[src/rtl/imem_dmem_port_arbiter_pkg.sv]
// Shared types for the unified instruction/data memory port arbiter.
package cpu_mem_pkg;

  localparam int unsigned ADDR_W_DEF = 32;
  localparam int unsigned DATA_W_DEF = 32;

  typedef enum logic [1:0] {IDLE, ISSUE, WAIT, DONE} arb_state_t;
  typedef enum logic {OWN_IF, OWN_D} owner_t;

endpackage

[src/rtl/imem_dmem_port_arbiter_select.sv]
// Combinational winner pick: MEM has priority unless the fetch side has been
// passed over MAX_D_STREAK times in a row.
module mem_arb_select #(
  parameter int unsigned MAX_D_STREAK = 4,
  parameter int unsigned STREAK_W     = 3
) (
  input  logic                if_req,
  input  logic                d_req,
  input  logic [STREAK_W-1:0] streak,
  output logic                grant_if,
  output logic [STREAK_W-1:0] streak_nxt
);

  localparam logic [STREAK_W-1:0] STREAK_MAX = STREAK_W'(MAX_D_STREAK);

  always_comb begin
    grant_if   = if_req && (!d_req || (streak >= STREAK_MAX));
    streak_nxt = '0;
    // Only a MEM win over a waiting fetch counts towards starvation.
    if (!grant_if && if_req) begin
      streak_nxt = (streak >= STREAK_MAX) ? STREAK_MAX : streak + STREAK_W'(1);
    end
  end

endmodule

[src/rtl/imem_dmem_port_arbiter.sv]
// Serialises IF and MEM stage requests onto one single-port memory, one
// transaction outstanding, with flushable fetches.
module imem_dmem_port_arbiter
  import cpu_mem_pkg::*;
#(
  parameter int unsigned ADDR_W       = ADDR_W_DEF,
  parameter int unsigned DATA_W       = DATA_W_DEF,
  parameter int unsigned MAX_D_STREAK = 4
) (
  input  logic                clk,
  input  logic                reset,
  input  logic                if_req,
  input  logic [ADDR_W-1:0]   if_addr,
  input  logic                if_flush,
  output logic                if_ack,
  output logic [DATA_W-1:0]   if_rdata,
  input  logic                d_req,
  input  logic                d_we,
  input  logic [ADDR_W-1:0]   d_addr,
  input  logic [DATA_W-1:0]   d_wdata,
  input  logic [DATA_W/8-1:0] d_wstrb,
  output logic                d_ack,
  output logic [DATA_W-1:0]   d_rdata,
  output logic                mem_req,
  output logic                mem_we,
  output logic [ADDR_W-1:0]   mem_addr,
  output logic [DATA_W-1:0]   mem_wdata,
  output logic [DATA_W/8-1:0] mem_wstrb,
  input  logic                mem_ready,
  input  logic                mem_rvalid,
  input  logic [DATA_W-1:0]   mem_rdata,
  output logic                busy
);

  localparam int unsigned STREAK_W = (MAX_D_STREAK < 1) ? 1 : $clog2(MAX_D_STREAK + 1);

  arb_state_t            state_q, state_d;
  owner_t                owner_q;
  logic [ADDR_W-1:0]     addr_q;
  logic                  we_q;
  logic [DATA_W-1:0]     wdata_q;
  logic [DATA_W/8-1:0]   wstrb_q;
  logic [STREAK_W-1:0]   streak_q, streak_nxt;
  logic                  drop_q;
  logic [DATA_W-1:0]     if_rdata_q, d_rdata_q;
  logic                  grant_if;

  mem_arb_select #(
    .MAX_D_STREAK (MAX_D_STREAK),
    .STREAK_W     (STREAK_W)
  ) u_select (
    .if_req     (if_req),
    .d_req      (d_req),
    .streak     (streak_q),
    .grant_if   (grant_if),
    .streak_nxt (streak_nxt)
  );

  always_ff @(posedge clk or posedge reset) begin
    if (reset) state_q <= IDLE;
    else       state_q <= state_d;
  end

  always_comb begin
    state_d = state_q;
    case (state_q)
      IDLE:    if (if_req || d_req) state_d = ISSUE;
      ISSUE:   if (mem_ready)       state_d = WAIT;
      WAIT:    if (mem_rvalid)      state_d = DONE;
      DONE:                         state_d = IDLE;
      default:                      state_d = IDLE;
    endcase
  end

  always_ff @(posedge clk or posedge reset) begin
    if (reset) begin
      owner_q    <= OWN_IF;
      addr_q     <= '0;
      we_q       <= 1'b0;
      wdata_q    <= '0;
      wstrb_q    <= '0;
      streak_q   <= '0;
      drop_q     <= 1'b0;
      if_rdata_q <= '0;
      d_rdata_q  <= '0;
    end else begin
      if (state_q == IDLE && (if_req || d_req)) begin
        owner_q  <= grant_if ? OWN_IF : OWN_D;
        addr_q   <= grant_if ? if_addr : d_addr;
        we_q     <= grant_if ? 1'b0 : d_we;
        wdata_q  <= grant_if ? '0 : d_wdata;
        wstrb_q  <= grant_if ? '0 : d_wstrb;
        streak_q <= streak_nxt;
      end
      if (state_q == WAIT && mem_rvalid) begin
        if (owner_q == OWN_IF) if_rdata_q <= mem_rdata;
        else                   d_rdata_q  <= mem_rdata;
      end
      // The memory transaction always completes; a flush only hides the ack.
      if (state_q == DONE)
        drop_q <= 1'b0;
      else if (if_flush && owner_q == OWN_IF && state_q != IDLE)
        drop_q <= 1'b1;
    end
  end

  assign busy      = (state_q != IDLE);
  assign mem_req   = (state_q == ISSUE);
  assign mem_we    = mem_req && we_q;
  assign mem_addr  = addr_q;
  assign mem_wdata = wdata_q;
  assign mem_wstrb = wstrb_q;
  assign if_rdata  = if_rdata_q;
  assign d_rdata   = d_rdata_q;
  // A flush arriving in the DONE cycle itself must still suppress the ack.
  assign if_ack    = (state_q == DONE) && (owner_q == OWN_IF) && !drop_q && !if_flush;
  assign d_ack     = (state_q == DONE) && (owner_q == OWN_D);

endmodule

[config.mk]
export PLATFORM = sky130hd
export DESIGN_NAME = imem_dmem_port_arbiter
export DESIGN_NICKNAME = d
export VERILOG_FILES = /design/src/rtl/imem_dmem_port_arbiter_pkg.sv /design/src/rtl/imem_dmem_port_arbiter_select.sv /design/src/rtl/imem_dmem_port_arbiter.sv
export SDC_FILE = /design/constraint.sdc
export NUM_CORES = 1
export LEC_CHECK = 0
export CORE_ASPECT_RATIO = 1.1
export CORE_MARGIN = 3
export CORE_UTILIZATION = 40
export CTS_CLUSTER_DIAMETER = 120
export DETAILED_ROUTE_END_ITERATION = 8
export PLACE_DENSITY = 0.81
export SLEW_MARGIN = 15
export SYNTH_ARGS = -nofsm -noshare
export SYNTH_HDL_FRONTEND = slang
export SYNTH_SLANG_ARGS = --single-unit
[constraint.sdc]
create_clock -name clk -period 5.92 [get_ports clk]
set_input_delay 0.592 -clock clk [delete_from_list [all_inputs] [get_ports clk]]
set_output_delay 0.592 -clock clk [all_outputs]
set_load 0.03 [all_outputs]
==> impl_metrics.yaml, run 1 <==
run_status:
  status: "completed"
worst_hold_path:
  min_to: "we_q"
  hold_path_class: "flop to flop"
  hold_depth: 1
  hold_start: "we_q"
sta:
  finalCritPeriodShare_pct: 48.2
  final_max_slew_viol_count: 0
  fin_setup_tns_ns: 0
  rsz0062_at_grt: "no"
  clock_skew_ns: 0.00476
  finalSetupViolations: 0
  fmax_mhz: 350
  slew-limit-headroom_pct: 31.0
  worstMarginPinSlew_ns: 1.03
  hold_viol: 0
  post-route-min-period_ns: 2.86
pwr:
  static-leakage-power_nw: 3.86
  power_density_mw_per_mm2: 623
  ir_drop_v: 0.000245
grt:
  grt_pass1_wl_um: 27100
  grt.overflow.total: 0
  antenna_found_initial: 0
  grt_use_total_pct: 22.4
  grt_pass1_vias: 5112
  grt_max_degree: 77
clocking:
  cts.clk_slew.worst_paths_ns: 0.06
  ctsHoldBuffers: 0
  cts_max_level: 4
  clkSinkCount: 140
  postCtsResizedCells: 0
  tritoncts: "built"
  clockBufferDepth: 2
  cts_setup_buffers: 0
  root_buffer: "clkbuf_16"
  insertion_delay_ns: 0.41
  cts_buffers: 17
setup_path:
  required_ns: 5.33
  critPathArrivalTime_ns: 2.26
  critPathMaxFanout: 4
  rr_startpoint: "state_q[0]"
  r2r-end: "mem_wdata[24]"
  crit_path_end_kind: "primary output"
  r2r_setup_slack_ns: 3.79
  critPathKind: "flop to primary output"
  reg2reg_depth: 5
  startpoint_type: "flop"
route:
  vias_per_cell: 5.25
  drcViolationCount: 0
  via_count: 4755
  dr.pass1.iters: 5
  ant_nets: 0
  totalWireLength_um: 17300
  drt_iter0_markers: 383
  wl_per_cell_um: 19.1
synthesis:
  synth_adder_area_share_pct: 1.55
  synthDistinctLibCells: 27
  synth_top_family_by_area: "compound AO/OA/AOI/OAI gates"
  synthXorXnorAreaFrac_pct: 0
  synth_nets: 590
  yosys.area_share.simple_pct: 3.25
  synth.avg_cell_area_um2: 12.8
  ys_seq_area_share_pct: 61.9
  synth-compound-area-share_pct: 16.4
  synth_cells: 443
  synthesis.area_mm2: 0.00566
  ys_seq_elements: 140
  ys_warn_count: 0
  synthMuxAreaShare_pct: 13.1
die:
  start_util_pct: 41.8
  row_count: 44
  core_mm2: 0.0135
  dieHeight_um: 131
  io_pins: 277
  fp.dieArea_mm2: 0.0156
  die_x_um: 119
finish:
  area_delta_synth_final_pct: 62.3
  antenna_cells: 0
  final_common_cell: "clkdlybuf4s50_1"
  finalNonFillerCells: 905
  final_cell_mix: "clkdlybuf4s50_1, dfrtp_1, mux2_2"
  fin_nets: 856
  drive_gt1_share_pct: 14.7
placed_design:
  dp_hpwl_um: 12200
  dp.cells: 874
  io_buffers: 276
  place.gp.congestion: 0.730
flow_run:
  max_cap_violations: 0
## sequential cells by signal, indices dropped and copies added, names as in the netlist
signal and cells:
d_rdata 32, if_rdata 32, mem_addr 32, mem_wdata 32
mem_wstrb 4, streak_q 3, state_q 2, drop_q 1
owner_q 1, we_q 1
## layout make-up
class / count / area (um2)
Fill cell: 1010 / 4360
Sequential cell: 140 / 3500
Timing Repair Buffer: 282 / 2810
Multi-Input combinational cell: 259 / 1960
Clock buffer: 20 / 457
Tap cell: 184 / 230
Clock inverter: 11 / 190
Inverter: 9 / 38.8
## where the power goes
group          switching, W  internal, W  leakage, nW
Sequential         0.000261      0.00142         1.68
Clock              0.000388     0.000767        0.316
Combinational       0.00161      0.00127         1.87
## cells in the mapped netlist
library cell / instances / area [um2]
nand3_1: 1 / 5.00
a21oi_1: 33 / 165
inv_1: 9 / 33.8
a21oi_2: 1 / 8.76
nor3_1: 1 / 5.00
clkbuf_1: 14 / 52.6
buf_1: 1 / 3.75
and2_1: 2 / 12.5
o21ai_2: 1 / 8.76
nor4b_1: 1 / 8.76
ha_1: 7 / 87.6
o21ai_0: 32 / 160
a22o_1: 40 / 350
and2b_1: 1 / 7.51
nor2_1: 35 / 131
a222oi_1: 1 / 10.0
dfrtp_1: 140 / 3500
buf_4: 5 / 37.5
nand3b_1: 1 / 7.51
buf_2: 13 / 65.1
buf_6: 2 / 22.5
o32a_1: 1 / 10.0
mux2_2: 66 / 743
nand2b_1: 1 / 6.26
a21o_1: 1 / 7.51
o21a_1: 1 / 7.51
a31oi_1: 32 / 200
## how the worst max path moves through the flow
stage	startpoint	cells after the start	slack, ns	endpoint
global route	state_q[0]	3	2.97	if_ack
finish	state_q[0]	3	3.06	if_ack
detailed placement	if_flush	3	3.04	if_ack
floorplan	reset	1	1.58	d_rdata[0]
global placement	if_flush	3	3.12	if_ack
CTS	state_q[0]	3	3.05	if_ack
## stage by stage
step | setup slack [ns] | util [%] | hold slack (ns) | power, W | cell area [um2]
final | 3.06 | 67.8 | 0.498 | 0.00572 | 9190
after global routing | 2.97 | 67.8 | 0.514 | 0.00600 | 9190
after CTS | 3.05 | 67.8 | 0.501 | 0.00577 | 9190
after detailed placement | 3.04 | 63.0 | 0.488 | 0.00457 | 8540
after global placement | 3.12 | 63.0 | 0.483 | 0.00448 | 8540
after floorplan | 1.58 | - | 0.464 | 0.00334 | 5660
## worst max-delay path: stages, from the launching register on
cell and delay (ns):
dfrtp_1 0.40, ha_1 0.23, nor4b_1 0.44, clkdlybuf4s50_1 0.78
## layer usage
metal | up-vias | GRT usage, % | part of all wire (%)
li1 | 2147 | - | -
met1 | 2303 | 25.1 | 37
met2 | 264 | 38.4 | 49
met3 | 41 | 8.61 | 10
met4 | 0 | 9.70 | 2.9
met5 | - | 0 | 0
## cell families (layout without fill, tap and decap cells)
kind of cell / after synthesis / count (layout)
AO/OA/AOI/OAI: 143 / 143
adder cells (fa/ha/maj): 7 / 7
flip-flops: 140 / 140
AND/OR/NAND/NOR: 43 / 43
buffers and inverters: 44 / 322
multiplexers: 66 / 66
No activity file was read; power rests on OpenSTA's default activity.
==> run 2: changes to the inputs <==
clock period = 2.95 ns   (was 5.92 ns; I/O delays follow)
==> run 2 against run 1 <==
Final area grew 0.37%. Routed wire length decreased by 0.77%. Combinational power grew 100%. Non-clock buffer count is 3 higher. Power up 100%. Critical path depth increased by 1. Sequential cell count unchanged. Sequential power grew 100%. Via count rose by 1.6%. Global-route usage fell by 0.43 points. Register-to-register slack got worse by 2.8 ns. First-iteration DRC count down 4.7%. Critical endpoint is now busy. Highest routed layer is now met5.
==> impl_metrics.yaml, run 2 (synthesis results as in run 1) <==
route:
  drt_iter0_markers: 365
  totalWireLength_um: 17200
  drcViolationCount: 0
  dr.pass1.iters: 6
  wl_met3_um: 1640
  top_layer: "met5"
  ant_nets: 0
  wl_met2_um: 8600
  wl_met1_um: 6540
  via_count: 4832
  vias_per_cell: 5.33
  wl_per_cell_um: 18.9
sta:
  post-route-min-period_ns: 2.39
  finalWorstSetupSlack_ns: 0.559
  clock_skew_ns: 0.00716
  final_max_slew_viol_count: 0
  hold_viol: 0
  fmax_mhz: 418
  slew-limit-headroom_pct: 36.0
  finalCritPeriodShare_pct: 81.0
  rsz0062_at_grt: "no"
  worstMarginPinSlew_ns: 0.959
  finalSetupViolations: 0
  fin_setup_tns_ns: 0
grt:
  antenna_found_initial: 1
  grt.overflow.total: 0
  grt_pass1_vias: 5038
  grt_use_total_pct: 21.9
  grt_pass1_wl_um: 26800
  grt_max_degree: 81
finish:
  area_delta_synth_final_pct: 62.9
  final_area_mm2: 0.00922
  final_common_cell: "clkdlybuf4s50_1"
  final_cell_mix: "clkdlybuf4s50_1, dfrtp_1, mux2_2"
  drive_gt1_share_pct: 14.8
  finalNonFillerCells: 907
  fill_cells: 997
  fin_nets: 859
  postLayoutCoreUtil_pct: 68.1
  antenna_cells: 0
setup_path:
  critPathArrivalTime_ns: 2.10
  required_ns: 2.65
  crit_family: "buffers and inverters"
  r2r-end: "mem_wdata[1]"
  critPathKind: "flop to primary output"
  rr_startpoint: "state_q[0]"
  r2r_setup_slack_ns: 0.98
  cp_num_buf_inv: 3
  worstSetupEndpoint: "busy"
  crit_path_end_kind: "primary output"
  crit_path_frequent_cell: "inv_1"
  slowest_stage: "clkdlybuf4s50_1"
  critPathMaxFanout: 6
  reg2reg_depth: 6
  crit_cells: 4
  startpoint_type: "flop"
  crit_start: "state_q[0]"
  cpPeakStageDelay_ns: 0.70
  crit_path_cell_trace: "inv_1, ha_1, inv_1, clkdlybuf4s50_1"
pwr:
  ir_drop_v: 0.000589
  static-leakage-power_nw: 3.87
  power_density_mw_per_mm2: 1240
die:
  io_pins: 277
  core_mm2: 0.0135
  fp.dieArea_mm2: 0.0156
  start_util_pct: 41.8
  dieHeight_um: 131
  die_x_um: 119
  row_count: 44
clocking:
  root_buffer: "clkbuf_16"
  clockBufferDepth: 2
  tritoncts: "built"
  cts_max_level: 4
  ctsHoldBuffers: 0
  cts_buffers: 17
  cts_setup_buffers: 0
  cts.clk_slew.worst_paths_ns: 0.05
  postCtsResizedCells: 0
  clkSinkCount: 140
  insertion_delay_ns: 0.41
placed_design:
  postPlaceCellArea_mm2: 0.00858
  io_buffers: 276
  place.gp.congestion: 0.815
  dp.cells: 877
  dp_hpwl_um: 12400
  place_ws_ns: 0.819
flow_run:
  max_cap_violations: 0
run_status:
  status: "completed"
worst_hold_path:
  hold_path_class: "input port to asynchronous set/reset pin"
## run 2: layout make-up
cell class	instances	area [um2]	area share [%]
flip-flops and latches	140	3500	38.0
repair buffers	285	2860	31.0
multi-input cells	259	1960	21.2
clock buffers	19	443	4.80
well taps	184	230	2.50
clock inverters	11	193	2.09
inverters	9	37.5	0.407
## run 2: worst register-to-register path: cells and delay by family, from the launching register on
kind	cells	cell delay, ns
compound gates	3	0.63
buf+inv	2	0.49
fa+ha+maj	1	0.37
flops	1	0.42
## run 2: worst min path at each step
stage / depth (start not counted) / startpoint / end / slack, ns
floorplan: 1 / d_wdata[0] / mem_wdata[0] / 0.43
global placement: 2 / drop_q / drop_q / 0.48
detailed placement: 1 / mem_wdata[6] / mem_wdata[6] / 0.49
CTS: 3 / reset / d_rdata[24] / 0.38
global route: 3 / reset / if_rdata[22] / 0.38
finish: 3 / reset / if_rdata[22] / 0.37
## run 2: per-layer routing
layer  GRT usage (%)  vias up
met4            8.49        2
met3            8.70       27
met1            25.1     2396
met5               0        -
met2            37.4      261
li1                -     2146
## run 2: per-stage QoR
stage               hold WS, ns  total power (W)
floorplan                 0.428          0.00670
global placement          0.485          0.00902
detailed placement        0.492          0.00922
CTS                       0.378           0.0116
global route              0.381           0.0120
finish                    0.367           0.0115
## run 2: power by group
part	internal, W	leakage [nW]	switching [W]
clock	0.00151	0.305	0.000779
combinational	0.00258	1.89	0.00318
sequential	0.00286	1.68	0.000548
total	0.00695	3.87	0.00451
==> run 3: changes to the inputs <==
clock period = 2.45 ns   (was 2.95 ns; I/O delays follow)
==> run 3 against run 2 <==
Combinational power increased by 20%. Non-clock buffer count increased by 2. Critical path depth unchanged. Power increased by 19%. Clock power increased by 14%. Sequential power increased by 19%. Count of clock-buffer cells in the layout unchanged. Largest power group unchanged. Highest routed layer is now met4.
==> impl_metrics.yaml, run 3 (synthesis results as in run 1) <==
die:
  io_pins: 277
  row_count: 44
  die_x_um: 119
  core_mm2: 0.0135
  dieHeight_um: 131
  fp.dieArea_mm2: 0.0156
  start_util_pct: 41.8
clocking:
  postCtsResizedCells: 0
  root_buffer: "clkbuf_16"
  ctsHoldBuffers: 0
  cts_buffers: 17
  cts_setup_buffers: 0
  cts.clk_slew.worst_paths_ns: 0.07
  cts_max_level: 4
  clkSinkCount: 140
  insertion_delay_ns: 0.41
  tritoncts: "built"
  clockBufferDepth: 2
route:
  wl_per_cell_um: 18.6
  vias_per_cell: 5.23
  totalWireLength_um: 16900
  ant_nets: 0
  via_count: 4764
  dr.pass1.iters: 5
  drt_iter0_markers: 363
  drcViolationCount: 0
finish:
  final_common_cell: "clkdlybuf4s50_1"
  fill_cells: 1014
  fin_nets: 861
  area_delta_synth_final_pct: 62.7
  antenna_cells: 0
  final_area_mm2: 0.00921
  drive_gt1_share_pct: 15.4
  final_cell_mix: "clkdlybuf4s50_1, dfrtp_1, mux2_2"
  postLayoutCoreUtil_pct: 68.0
setup_path:
  required_ns: 2.20
  crit_path_cell_trace: "inv_1, ha_1, and2_1, clkdlybuf4s50_1"
  critPathArrivalTime_ns: 1.98
  startpoint_type: "flop"
  critPathMaxFanout: 4
  rr_startpoint: "state_q[0]"
  cpPeakStageDelay_ns: 0.69
  r2r_setup_slack_ns: 0.50
  reg2reg_depth: 6
  critPathKind: "flop to primary output"
  cp_num_buf_inv: 2
  crit_path_end_kind: "primary output"
  crit_family: "buffers and inverters"
  slowest_stage: "clkdlybuf4s50_1"
  r2r-end: "mem_wstrb[1]"
pwr:
  static-leakage-power_nw: 3.89
  power_density_mw_per_mm2: 1480
  ir_drop_v: 0.000810
sta:
  clock_skew_ns: 0.0137
  finalSetupViolations: 0
  slew-limit-headroom_pct: 40.7
  final_max_slew_viol_count: 0
  hold_viol: 0
  worstMarginPinSlew_ns: 0.889
  finalCritPeriodShare_pct: 90.9
  post-route-min-period_ns: 2.23
  fin_setup_tns_ns: 0
  rsz0062_at_grt: "no"
  fmax_mhz: 449
grt:
  grt_pass1_wl_um: 26500
  grt_use_total_pct: 21.9
  grt_max_degree: 74
  grt_pass1_vias: 4961
  grt.overflow.total: 0
  antenna_found_initial: 0
placed_design:
  postPlaceCellArea_mm2: 0.00860
  dp_hpwl_um: 12300
  place.gp.congestion: 0.833
  io_buffers: 276
run_status:
  status: "completed"
worst_hold_path:
  hold_path_class: "input port to asynchronous set/reset pin"
flow_run:
  max_cap_violations: 0
==> run 3: how the worst max path moves through the flow <==
stage	endpoint	slack (ns)	cells after the start	startpoint
finish	mem_we	0.22	4	state_q[1]
CTS	if_ack	0.008	3	state_q[0]
global placement	if_ack	0.33	3	if_flush
floorplan	d_rdata[0]	0.46	1	reset
global route	mem_we	0.13	4	state_q[1]
detailed placement	streak_q[0]	0.31	4	if_req
==> run 3: worst register-to-register path, delay by kind of cell, from the launching register on <==
family / cells / cell delay (ns)
fa+ha+maj: 1 / 0.37
flops: 1 / 0.41
compound gates: 3 / 0.63
buf+inv: 2 / 0.50
==> run 3: area by class of cell <==
type,count,area (um2),area share (%)
Tap cell,184,230,2.50
Multi-Input combinational cell,259,1960,21.3
Inverter,9,37.5,0.407
Sequential cell,140,3500,38.0
Timing Repair Buffer,287,2880,31.2
Clock inverter,13,156,1.70
Clock buffer,19,453,4.92
==> run 3: stage by stage <==
stage / hold WS (ns) / std cells / total power, W / worst slack, ns
2_1_floorplan: 0.378 / 443 / 0.00806 / 0.456
3_3_place_gp: 0.486 / 879 / 0.0109 / 0.333
3_5_place_dp: 0.491 / 879 / 0.0111 / 0.311
4_1_cts: 0.320 / 911 / 0.0137 / 0.00761
5_1_grt: 0.325 / 911 / 0.0143 / 0.126
6_report: 0.306 / 911 / 0.0136 / 0.222
==> run 3: where the power goes <==
part | switching, W | total (W) | leakage (nW) | internal (W)
combinational | 0.00384 | 0.00694 | 1.92 | 0.00311
clock | 0.00102 | 0.00260 | 0.293 | 0.00158
sequential | 0.000625 | 0.00407 | 1.68 | 0.00344
total | 0.00548 | 0.0136 | 3.89 | 0.00813
==> run 3: layer usage <==
metal | vias up | share of wire [%] | global-route usage [%] | routed length [um]
li1 | 2156 | - | - | -
met1 | 2322 | 39 | 25.8 | 6580
met2 | 263 | 49 | 36.7 | 8360
met3 | 23 | 9.7 | 8.27 | 1640
met4 | 0 | 2.0 | 8.29 | 340
met5 | - | 0 | 0 | 0
